$ cat config.mk
export PLATFORM = sky130hd
export DESIGN_NAME = adc_scheduler
export DESIGN_NICKNAME = d
export VERILOG_FILES = /design/src/rtl/adc_sched_pkg.sv /design/src/rtl/adc_scheduler_rr_arbiter.sv /design/src/rtl/adc_scheduler.sv
export SDC_FILE = /design/constraint.sdc
export NUM_CORES = 1
export LEC_CHECK = 0
export ABC_AREA = 1
export CAP_MARGIN = 20
export CORE_MARGIN = 2
export CORE_UTILIZATION = 48
export CTS_CLUSTER_SIZE = 30
export DETAILED_ROUTE_END_ITERATION = 10
export PLACE_DENSITY = 0.89
export SYNTH_ARGS = -nofsm -noshare
export SYNTH_HDL_FRONTEND = slang
export SYNTH_HIERARCHICAL = 1
export SYNTH_SLANG_ARGS = --single-unit
$ cat constraint.sdc
create_clock -name clock_in -period 2.2 [get_ports clock_in]
set_input_delay 0.55 -clock clock_in [delete_from_list [all_inputs] [get_ports clock_in]]
set_output_delay 0.55 -clock clock_in [all_outputs]
set_load 0.02 [all_outputs]
$ cat src/rtl/adc_sched_pkg.sv
// Shared types and constants for the modular-ADC command scheduler.
package adc_sched_pkg;

    localparam int unsigned ADC_CH_W = 5;
    localparam int unsigned ADC_DW   = 12;

    localparam logic [ADC_CH_W-1:0] ADC_CH_TEMP = 5'd17;

    typedef enum logic [1:0] {
        ST_IDLE = 2'd0,
        ST_CMD  = 2'd1,
        ST_WAIT = 2'd2,
        ST_DONE = 2'd3
    } sched_state_t;

endpackage

$ cat src/rtl/adc_scheduler_rr_arbiter.sv
// Round-robin pick: first set pending bit at or after rr_ptr, wrapping to 0.
module rr_arbiter
    import adc_sched_pkg::*;
#(
    parameter int unsigned NREQ = 4
) (
    input  logic [NREQ-1:0]         pending,
    input  logic [$clog2(NREQ)-1:0] rr_ptr,
    output logic                    any,
    output logic [$clog2(NREQ)-1:0] idx
);

    localparam int unsigned IW = $clog2(NREQ);

    logic [IW-1:0] cand;

    // Scan from the farthest candidate back to rr_ptr so the nearest set bit wins.
    always_comb begin
        any  = 1'b0;
        idx  = '0;
        cand = '0;
        for (int k = int'(NREQ) - 1; k >= 0; k--) begin
            cand = IW'((32'(rr_ptr) + 32'(k)) % NREQ);
            if (pending[cand]) begin
                any = 1'b1;
                idx = cand;
            end
        end
    end

endmodule

$ cat src/rtl/adc_scheduler.sv
// Shares the modular-ADC command/response channel among NREQ requesters.
module adc_scheduler
    import adc_sched_pkg::*;
#(
    parameter int unsigned NREQ    = 4,
    parameter int unsigned TIMEOUT = 1023,
    parameter int unsigned DW      = ADC_DW
) (
    input  logic                      clock_in,
    input  logic                      reset_n,
    input  logic [NREQ-1:0]           req_pulse,
    input  logic [ADC_CH_W*NREQ-1:0]  req_channel,
    output logic                      cmd_valid,
    output logic [ADC_CH_W-1:0]       cmd_channel,
    output logic                      cmd_sop,
    output logic                      cmd_eop,
    input  logic                      cmd_ready,
    input  logic                      rsp_valid,
    input  logic [ADC_CH_W-1:0]       rsp_channel,
    input  logic [DW-1:0]             rsp_data,
    output logic [NREQ-1:0]           done,
    output logic [DW-1:0]             data_out,
    output logic                      error,
    output logic [$clog2(NREQ)-1:0]   grant_id,
    output logic                      busy
);

    localparam int unsigned IW = $clog2(NREQ);
    localparam int unsigned TW = $clog2(TIMEOUT + 1);

    sched_state_t state_q, state_d;

    logic [NREQ-1:0]     pending_q;
    logic [ADC_CH_W-1:0] ch_q [NREQ];
    logic [NREQ-1:0]     grant_clr;

    logic [IW-1:0]       rr_q, rr_d;
    logic [TW-1:0]       timer_q, timer_d;
    logic [IW-1:0]       grant_d;
    logic [ADC_CH_W-1:0] chan_d;
    logic [DW-1:0]       data_d;
    logic                error_d;
    logic [NREQ-1:0]     done_d;

    logic                arb_any;
    logic [IW-1:0]       arb_idx;

    rr_arbiter #(
        .NREQ (NREQ)
    ) u_arb (
        .pending (pending_q),
        .rr_ptr  (rr_q),
        .any     (arb_any),
        .idx     (arb_idx)
    );

    // Pending bank: a new pulse beats a same-cycle grant clear so the request stays queued.
    always_ff @(posedge clock_in or negedge reset_n) begin
        if (!reset_n) begin
            pending_q <= '0;
            for (int i = 0; i < int'(NREQ); i++) begin
                ch_q[i] <= '0;
            end
        end else begin
            pending_q <= (pending_q & ~grant_clr) | req_pulse;
            for (int i = 0; i < int'(NREQ); i++) begin
                if (req_pulse[i]) begin
                    ch_q[i] <= req_channel[ADC_CH_W*i +: ADC_CH_W];
                end
            end
        end
    end

    // Next-state and next-output logic; grant_id/cmd_channel double as the transaction latch.
    always_comb begin
        state_d   = state_q;
        grant_d   = grant_id;
        chan_d    = cmd_channel;
        rr_d      = rr_q;
        timer_d   = timer_q;
        data_d    = data_out;
        error_d   = error;
        grant_clr = '0;
        done_d    = '0;

        case (state_q)
            ST_IDLE: begin
                if (arb_any) begin
                    grant_d            = arb_idx;
                    chan_d             = ch_q[arb_idx];
                    grant_clr[arb_idx] = 1'b1;
                    rr_d               = (arb_idx == IW'(NREQ - 1)) ? '0 : arb_idx + IW'(1);
                    state_d            = ST_CMD;
                end
            end
            ST_CMD: begin
                if (cmd_valid && cmd_ready) begin
                    timer_d = '0;
                    state_d = ST_WAIT;
                end
            end
            ST_WAIT: begin
                if (rsp_valid) begin
                    data_d  = rsp_data;
                    error_d = (rsp_channel != cmd_channel);
                    state_d = ST_DONE;
                end else if (timer_q == TW'(TIMEOUT)) begin
                    data_d  = '0;
                    error_d = 1'b1;
                    state_d = ST_DONE;
                end else begin
                    timer_d = timer_q + TW'(1);
                end
            end
            ST_DONE: begin
                state_d = ST_IDLE;
            end
            default: begin
                state_d = ST_IDLE;
            end
        endcase

        if (state_d == ST_DONE) begin
            done_d[grant_d] = 1'b1;
        end
    end

    // State register plus registered outputs derived from the next state.
    always_ff @(posedge clock_in or negedge reset_n) begin
        if (!reset_n) begin
            state_q     <= ST_IDLE;
            rr_q        <= '0;
            timer_q     <= '0;
            grant_id    <= '0;
            cmd_channel <= '0;
            cmd_valid   <= 1'b0;
            cmd_sop     <= 1'b0;
            cmd_eop     <= 1'b0;
            data_out    <= '0;
            error       <= 1'b0;
            done        <= '0;
            busy        <= 1'b0;
        end else begin
            state_q     <= state_d;
            rr_q        <= rr_d;
            timer_q     <= timer_d;
            grant_id    <= grant_d;
            cmd_channel <= chan_d;
            cmd_valid   <= (state_d == ST_CMD);
            cmd_sop     <= (state_d == ST_CMD);
            cmd_eop     <= (state_d == ST_CMD);
            data_out    <= data_d;
            error       <= error_d;
            done        <= done_d;
            busy        <= (state_d != ST_IDLE);
        end
    end

endmodule
======== After elaboration in Yosys (flattened, before gate mapping) ========
Cells that the tools add are included.
storage, ports and cells
  bits in registers ....................... 64
  bits of input ports ..................... 45
  output and inout port bits .............. 28
  logic and storage cells ................. 96
cells by class
  $add $sub $neg .......................... 5
  magnitude comparators ................... 9
  equal/unequal tests ..................... 11
  mux-type cells .......................... 42
  bitwise gates (word level) .............. 4
  reduce and logical (&&, ||, !) cells .... 10
operators by type and width
  kind                   count
  $mux 10                3
  $mux 12                2
  $mux 2                 11
  $pmux 10 s2            1
  $lt 2x3->1 const B     6
  $mux 1                 12
  $mux 4                 3
  $add 10x1->10 const B  1
  $bmux 5 s2             1
  $eq 10x10->1 const B   1
  $mux 5                 2
  $bmux 1 s2             4
  $eq 2x2->1 const B     4
  $pmux 2 s4             1
  $ne 2x2->1 const B     3
  $reduce_bool 2->1      3
  $ne 5x5->1             1
  $add 2x1->2 const B    2
  $add 2x2->2 const B    2
  $and 4x4->4            1
  $demux 1 s2            2
  $eq 2x1->1 const B     2
  $ge 2x1->1 const B     2
  $not 4->4              1
  other kinds (7)        10

======== Logic depth before layout (Yosys ltp) ========
Gate-level depths: netlist of the first run.
  word-level depth ........................ 16
  depth in mapped cells ................... 14

======== Modules after synthesis ========
The synthesis of the first run kept the hierarchy.
modules (own cells, without submodules)
  module         times used  cells each  area an instance (um^2)  sequential area each (um^2)
  adc_scheduler  1           325         2950.3                   1601.5
  rr_arbiter     1           46          212.7                    0.0

======== Least setup slack after synthesis of the first run ========
No wires, ideal clock.
  kind .................................... register -> register
  from .................................... register rr_q[0]
  to ...................................... register rr_q[1]
  arrival time ............................ 1833 ps
  required time ........................... 2084 ps
  slack ................................... 251 ps
  stages on the path, launching flop included .. 12
  buffers on the path ..................... 1
  clock period less this slack ............ 1949 ps
  cells stage by stage .................... dfrtp_1 -> buf_6 -> nand2_2 -> and2_4 -> nand2_2 -> nand2_1 -> inv_1 -> a21boi_1 -> inv_1 -> ha_1 -> nand2_1 -> nand2_1
between the ends
  longest elaborated chain between the ends .. 9
  elaborated cells on any way between the ends .. 23
ends and longest elaborated chain
  what                                       line                            source
  start, declared                            adc_scheduler.sv:37             logic [IW-1:0] rr_q, rr_d;
  start signal, assigned                     adc_scheduler.sv:145            rr_q <= rr_d;
  $add 2x2->2                                adc_scheduler_rr_arbiter.sv:23  cand = IW'((32'(rr_ptr) + 32'(k)) % NREQ);
  $bmux 1 s2                                 adc_scheduler_rr_arbiter.sv:24  if (pending[cand]) begin
  $mux 1 (implied by the code)               adc_scheduler_rr_arbiter.sv:24
  $mux 2 (3 in series)                       adc_scheduler_rr_arbiter.sv:24
  $mux 2 *                                   adc_scheduler_rr_arbiter.sv:24
  net arb_idx[1]                             adc_scheduler.sv:46             logic [IW-1:0] arb_idx;
  $add 2x1->2 or $eq 2x2->1 (tied branches)  adc_scheduler.sv:92             rr_d = (arb_idx == IW'(NREQ - 1)) ? '0 : arb_idx + IW'(1);
  $mux 2 *                                   adc_scheduler.sv:92
Mark *: on every way through the listed nets, which the timed path passes. The rest lies on a longest branch. The select of a mux whose other input is x is not followed.
A chain may end at the register's enable or synchronous reset.

======== Final worst setup path of the first run ========
Same ends and word-level chain as after synthesis.

==> results of run 1 <==
state kept, by name, summed over array words and instances, names as in the netlist:
name,cells
busy,1
ch_q,20
cmd_channel,5
cmd_eop,1
data_out,12
done,4
error,1
grant_id,2
pending_q,4
rr_q,2
state_q,2
timer_q,10
cell usage in the layout, fill, tap and decap left out, drive strengths merged, types with 3 or more instances in the layout:
cell	count
nand2	123
clkdlybuf4s50	71
dfrtp	64
inv	40
o21ai	35
nor2	19
nand3	18
a21oi	11
mux2	10
clkbuf	10
buf	9
nand4	6
clkinv	6
nor3	5
a31oi	5
ha	5
a21o	5
clkinvlp	3
layout make-up:
| class | instances | area share [%] |
|---|---|---|
| clock buffers | 9 | 3.00 |
| clock inverters | 7 | 1.15 |
| inverters | 42 | 4.06 |
| multi-input cells | 250 | 31.4 |
| flip-flops and latches | 64 | 38.8 |
| well taps | 77 | 2.33 |
| repair buffers | 81 | 19.2 |
per-layer routing:
metal,vias up,share of wire [%]
li1,1334,-
met1,1289,42
met2,111,49
met3,22,5.9
met4,0,2.7
met5,-,0
power breakdown:
part	total, uW	leakage [uW]	switching [uW]	internal, uW
Combinational	2700	0.00112	1580	1120
Clock	874	0.0000854	467	407
Sequential	1760	0.000780	249	1510
stage by stage:
stage	instances	instance area, um^2	total power [uW]	hold slack, ns
floorplan	371	3160	3400	0.254
global placement	510	3920	4200	0.426
detailed placement	510	3920	4320	0.430
CTS	526	4090	5210	0.0654
global route	530	4130	5700	0.0712
finish	530	4130	5330	0.0674
repair_timing:
item                       CTS  global route
setup buffers                0             4
gates resized for setup      1             3
hold buffers                 0             0
setup endpoints to repair    2             9
how the worst max path moves through the flow:
| stage | startpoint | to | slack [ns] | cells past startpoint |
|---|---|---|---|---|
| 2_1_floorplan | rr_q[0] | rr_q[1] | 0.25 | 11 |
| 3_3_place_gp | rr_q[0] | done[2] | 0.20 | 13 |
| 3_5_place_dp | rr_q[0] | done[2] | 0.02 | 12 |
| 4_1_cts | rr_q[0] | done[2] | 0.06 | 14 |
| 5_1_grt | rr_q[0] | done[2] | 0.02 | 10 |
| 6_report | rr_q[0] | rr_q[1] | 0.11 | 11 |
kinds of logic (layout without fill, tap and decap cells):
family                   after synthesis  after routing  synth area share (%)
AND/OR/NAND/NOR                      175            175                  24.2
flip-flops                            64             64                  50.6
AO/OA/AOI/OAI                         58             58                  10.6
buffers and inverters                 57            139                  8.46
multiplexers                          10             10                  3.56
adder cells (fa/ha/maj)                5              5                  1.98
XOR/XNOR                               2              2                 0.554
==> summary.md, run 1 <==
| Metric | Value |
|---|---|
| Status | `completed` |
| FF+latch area | `1600 um^2` |
| DR vias/cell | `5.20` |
| Pre-CTS setup slack | `0.0198 ns` |
| Die area | `7250 um^2` |
| Number of global-route vias before repair | `2,717` |
| Area Overhead vs Synth | `30.5%` |
| Clk buf depth | `2` |
| Routability cong. | `0.829` |
| Period Utilization, post-route | `95.0%` |
| CP bufs+invs | `3` |
| Fin crit period | `2.09 ns` |
| Root buf cell | `clkbuf_8` |
| Synth area leader | `dfrtp_1` |
| Worst Path Required | `2.43 ns` |
| CTS tree | `done` |
| Syn avg cell area | `8.53 um^2` |
| Layout cells sized above 1 | `14.6%` |
| Distinct cells, synth | `35` |
| Setup_tns | `0 ns` |
| Pwr/cell area | `1290 nW/um^2` |
| Setup violators final | `0` |
| IO Pins | `73` |
| Vias | `2,756` |
| GRT met1 Usage | `27.6%` |
| Largest net degree at the start of global routing | `57` |
| Reg2reg end | `rr_q[1]` |
| Worst-path fanout max | `7` |
| Leak Pwr | `0.00198 uW` |
| FF-to-FF Start | `rr_q[0]` |
| Multi-input logic area | `1300 um^2` |
| Final setup margin | `0.109 ns` |
| Least-Margin Pin Slew | `0.398 ns` |
| Synthesized instance count | `371` |
| Worst Setup End Kind | `register` |
| DRT iter0 DRCs | `211` |
| Most common cell in the netlist | `nand2_1` |
| Drt pass-1 iters | `5` |
| Dpl hpwl | `5.46 mm` |
| Slowest cell on crit path | `dfrtp_2` |
| Die height | `85.2 um` |
| VDD IR max | `0.806 mV` |
| Die width | `85.2 um` |
| DR WL/cell | `14.2 um` |
| R2R Setup Slk | `0.11 ns` |
| EDFF count, synth | `0` |
| Sequential-to-total area share from yosys stat | `50.6%` |
| Clock skew | `0.00786 ns` |
| Total Wirelength | `7.53 mm` |
| Port buffer count | `72` |
| F_max | `478 MHz` |
| Gr usage total | `21.9%` |
| Async SR Flop Fraction | `100%` |
| Unrepaired setup endpoints after global routing | `no` |
| Fill cell count | `491` |
| Nets | `498` |
| Diodes inserted | `0` |
| Relative slew slack | `73.4%` |
| Yosys warnings | `6` |
| CTS Buf Count | `9` |
| Mapped Nets | `421` |
| Post-Synthesis Cell Area | `3160 um^2` |
| Worst path cell trace | `clkbuf_2, o21ai_2, nand2_1, nand3_1, nand3_1, nand2_2, clkinvlp_4, buf_4, ha_1, nand2_1, nand2_1` |
| Slew Viols, Final | `0` |
| Final core occ | `65.0%` |
| Critical Path Start Type | `register` |
| DRC Markers | `0` |
| Synthesized flop and latch total | `64` |
| Clk sinks | `64` |
| Routing usage on met3 | `5.64%` |
| First-pass GRT wire length | `12.5 mm` |
| Most used cell, CP | `nand2_1` |
| Max H-tree Level | `3` |
| Ys flop type | `dfrtp_1` |
| Row count | `29` |
| Synth top area share | `50.6%` |
| Largest delay contributor family on the critical path | `simple AND/OR/NAND/NOR gates` |
| Starting Density | `49.8%` |
| Grt total ovfl | `0` |
| Final ANT Viol Nets | `0` |
| R2R depth | `11` |
| Worst min-delay path class | `in2async` |
| Synth top cells by count | `112 x nand2_1, 64 x dfrtp_1, 38 x inv_1, 29 x o21ai_0` |
| Final Hold Fails | `0` |
| Largest cells by area after synthesis | `dfrtp_1 51%, nand2_1 13%, o21ai_0 4.6%, inv_1 4.5%, mux2_2 3.6%` |
| Met2 usage | `36.2%` |
| Clock Latency Late Sink | `0.34 ns` |
| Core area | `6350 um^2` |
| CP Data Arrival Time | `2.32 ns` |
| Gr busiest metal | `met2` |
| Setup CP Type | `reg2reg` |
| Reg clk slew, reported paths | `0.07 ns` |
| Crit-path max cell delay | `0.44 ns` |
| Initial antenna violation count | `0` |
| # Max-Cap Violations | `0` |
(Power assumes the default switching activity.)
==> run 2: changes to the inputs <==
ABC_AREA = not set   (was 1)
PLACE_DENSITY = 0.9   (was 0.89)
==> run 2 against run 1 <==
Effect of this change:
- critical endpoint is now cmd_sop
- non-clock buffer count is 1 higher
- critical path depth decreased by 10
- hold slack improved by 0.16 ns
- routed wire length fell by 12%
- largest cell class unchanged
- highest routed layer unchanged
- utilization up 2.1 points
- flip-flop and latch count is the same
- final area is 3.1% lower
- clock power up 9.6%
- combinational power down 24%
- register-to-register slack improved by 0.15 ns
- setup slack improved by 0.14 ns
==> summary.md, run 2 <==
| Metric | Value |
|---|---|
| Distinct cells, synth | `40` |
| Synthesized flop and latch total | `64` |
| Largest delay contributor family on the critical path | `buffers and inverters` |
| Port buffer count | `72` |
| DR vias/cell | `5.45` |
| Commonest non-fill, non-tap cell in the layout | `clkdlybuf4s50_1` |
| Max H-tree Level | `3` |
| # Max-Cap Violations | `0` |
| DRT iter0 DRCs | `106` |
| Setup violators final | `0` |
| Layout cells sized above 1 | `18.9%` |
| Pre-CTS setup slack | `0.0500 ns` |
| Dpl hpwl | `4.98 mm` |
| VDD IR max | `0.715 mV` |
| Mapped Nets | `308` |
| Root buf cell | `clkbuf_8` |
| CTS Buf Count | `9` |
| Clock Latency Late Sink | `0.33 ns` |
| Drt pass-1 iters | `4` |
| Max FFs per register | `20` |
| First-pass GRT wire length | `11.2 mm` |
| Worst min-delay path class | `in2async` |
| Worst Setup End Kind | `output pin` |
| Post-Synthesis Cell Area | `2980 um^2` |
| CTS tree | `done` |
| Clk sinks | `64` |
| R2R Setup Slk | `0.26 ns` |
| Reg2reg end | `cmd_channel[3]` |
| Most common cell in the netlist | `dfrtp_1` |
| Leak Pwr | `0.00170 uW` |
| Final Hold Fails | `0` |
| Initial antenna violation count | `0` |
| Diodes inserted | `0` |
| Starting Density | `50.1%` |
| Nets | `385` |
| Row count | `28` |
| Non-Filler Instances | `414` |
| Status | `completed` |
| CP bufs+invs | `1` |
| Die width | `82.8 um` |
| Largest net degree at the start of global routing | `26` |
| FF-to-FF Start | `rr_q[1]` |
| Pwr/cell area | `1200 nW/um^2` |
| Biggest regs | `ch_q (20), data_out (12), timer_q (10)` |
| Worst path cell trace | `clkdlybuf4s50_1` |
| Synth area leader | `dfrtp_1` |
| F_max | `514 MHz` |
| DRC Markers | `0` |
| CP Data Arrival Time | `1.40 ns` |
| R2R depth | `5` |
| Slowest cell on crit path | `clkdlybuf4s50_1` |
| Final ANT Viol Nets | `0` |
| Synthesized instance count | `258` |
| Largest cells by area after synthesis | `dfrtp_1 54%, mux2_2 10%, nand2_1 5.0%, mux4_2 3.8%, o21ai_0 2.7%` |
| Unrepaired setup endpoints after global routing | `no` |
| Crit-path max cell delay | `0.63 ns` |
| Clock skew | `0.00555 ns` |
| Most frequent cells in the layout | `71 x clkdlybuf4s50_1, 64 x dfrtp_1, 40 x nand2_1` |
| Clk buf depth | `2` |
| Final core occ | `67.1%` |
| Cells after DPL | `399` |
| Relative slew slack | `58.7%` |
| Fin crit period | `1.95 ns` |
| Syn avg cell area | `11.6 um^2` |
| Synth top area share | `53.7%` |
| DR WL/cell | `16.1 um` |
| Setup CP Type | `reg2out` |
| Routability cong. | `0.861` |
| Period Utilization, post-route | `88.5%` |
| EDFF count, synth | `0` |
| Die area | `6860 um^2` |
| Number of global-route vias before repair | `2,281` |
| Gr usage total | `20.6%` |
| Synth top cells by count | `64 x dfrtp_1, 40 x nand2_1, 27 x mux2_2, 16 x o21ai_0, 12 x nor2_1` |
| Total Wirelength | `6.65 mm` |
| Vias | `2,255` |
| Die height | `82.8 um` |
| Setup_tns | `0 ns` |
| Setup bufs post-CTS | `0` |
| Reg clk slew, reported paths | `0.07 ns` |
| Core area | `5960 um^2` |
| Worst Path Required | `1.65 ns` |
| Async SR Flop Fraction | `100%` |
| Least-Margin Pin Slew | `0.620 ns` |
| Slew Viols, Final | `0` |
| Grt total ovfl | `0` |
| Ys flop type | `dfrtp_1` |
| Final setup margin | `0.254 ns` |
| Yosys warnings | `6` |
| Critical Path Start Type | `register` |
| PostCTS Resize Cnt | `0` |
| IO Pins | `73` |
| Area Overhead vs Synth | `34.1%` |
| Hold_buf cts | `0` |
| Largest Register | `ch_q` |
| Sequential-to-total area share from yosys stat | `53.7%` |
| Worst-path fanout max | `6` |
==> run 2: cell types whose count changed after synthesis, sizes merged, moves of 7 or more <==
cell   delta
nand2    -83
inv      -35
o21ai    -19
mux2     +17
nand3    -13
nor2      -7
==> run 2: through the flow <==
step	hold slack (ns)	total power, uW	area, um^2
6_report	0.226	4790	4000
5_1_grt	0.274	5090	4000
4_1_cts	0.243	4830	4000
3_5_place_dp	0.493	3860	3810
3_3_place_gp	0.486	3770	3810
2_1_floorplan	0.254	3000	2980
==> run 2: power by group <==
| group | total [uW] | switching, uW | internal (uW) |
|---|---|---|---|
| Clock | 958 | 416 | 542 |
| Sequential | 1790 | 290 | 1500 |
| Combinational | 2040 | 978 | 1070 |
==> run 2: worst max path at each step <==
| stage | cells past startpoint | end | start |
|---|---|---|---|
| 3_5_place_dp | 5 | timer_q[7] | rsp_valid |
| 3_3_place_gp | 5 | timer_q[7] | rsp_valid |
| 4_1_cts | 1 | cmd_sop | cmd_eop |
| 5_1_grt | 5 | cmd_channel[3] | rr_q[1] |
| 2_1_floorplan | 5 | cmd_channel[0] | rr_q[1] |
| 6_report | 1 | cmd_sop | cmd_eop |
==> run 2: cell families (layout without fill, tap and decap cells) <==
logic type | count (synthesis) | after routing | share of synthesized area, %
XOR/XNOR | 5 | 5 | 1.47
buffers and inverters | 21 | 102 | 3.31
AND/OR/NAND/NOR | 86 | 86 | 15.4
AO/OA/AOI/OAI | 40 | 40 | 8.43
adder cells (fa/ha/maj) | 5 | 5 | 2.10
flip-flops | 64 | 64 | 53.7
multiplexers | 37 | 37 | 15.6
==> run 2: final cells by class <==
| cell class | instances | area [um^2] |
|---|---|---|
| inverters | 5 | 18.8 |
| repair buffers | 82 | 816 |
| clock inverters | 4 | 45.0 |
| clock buffers | 11 | 141 |
| fillers | 464 | 1960 |
| flip-flops and latches | 64 | 1600 |
| multi-input cells | 173 | 1280 |
| well taps | 75 | 93.8 |
==> run 2: routing by layer <==
metal	track usage (%)	share of wire [%]	up-vias
met1	27.1	43	1127
met4	8.94	2.2	0
li1	-	-	1058
met3	3.08	3.3	14
met5	0	0	-
met2	34.2	52	56
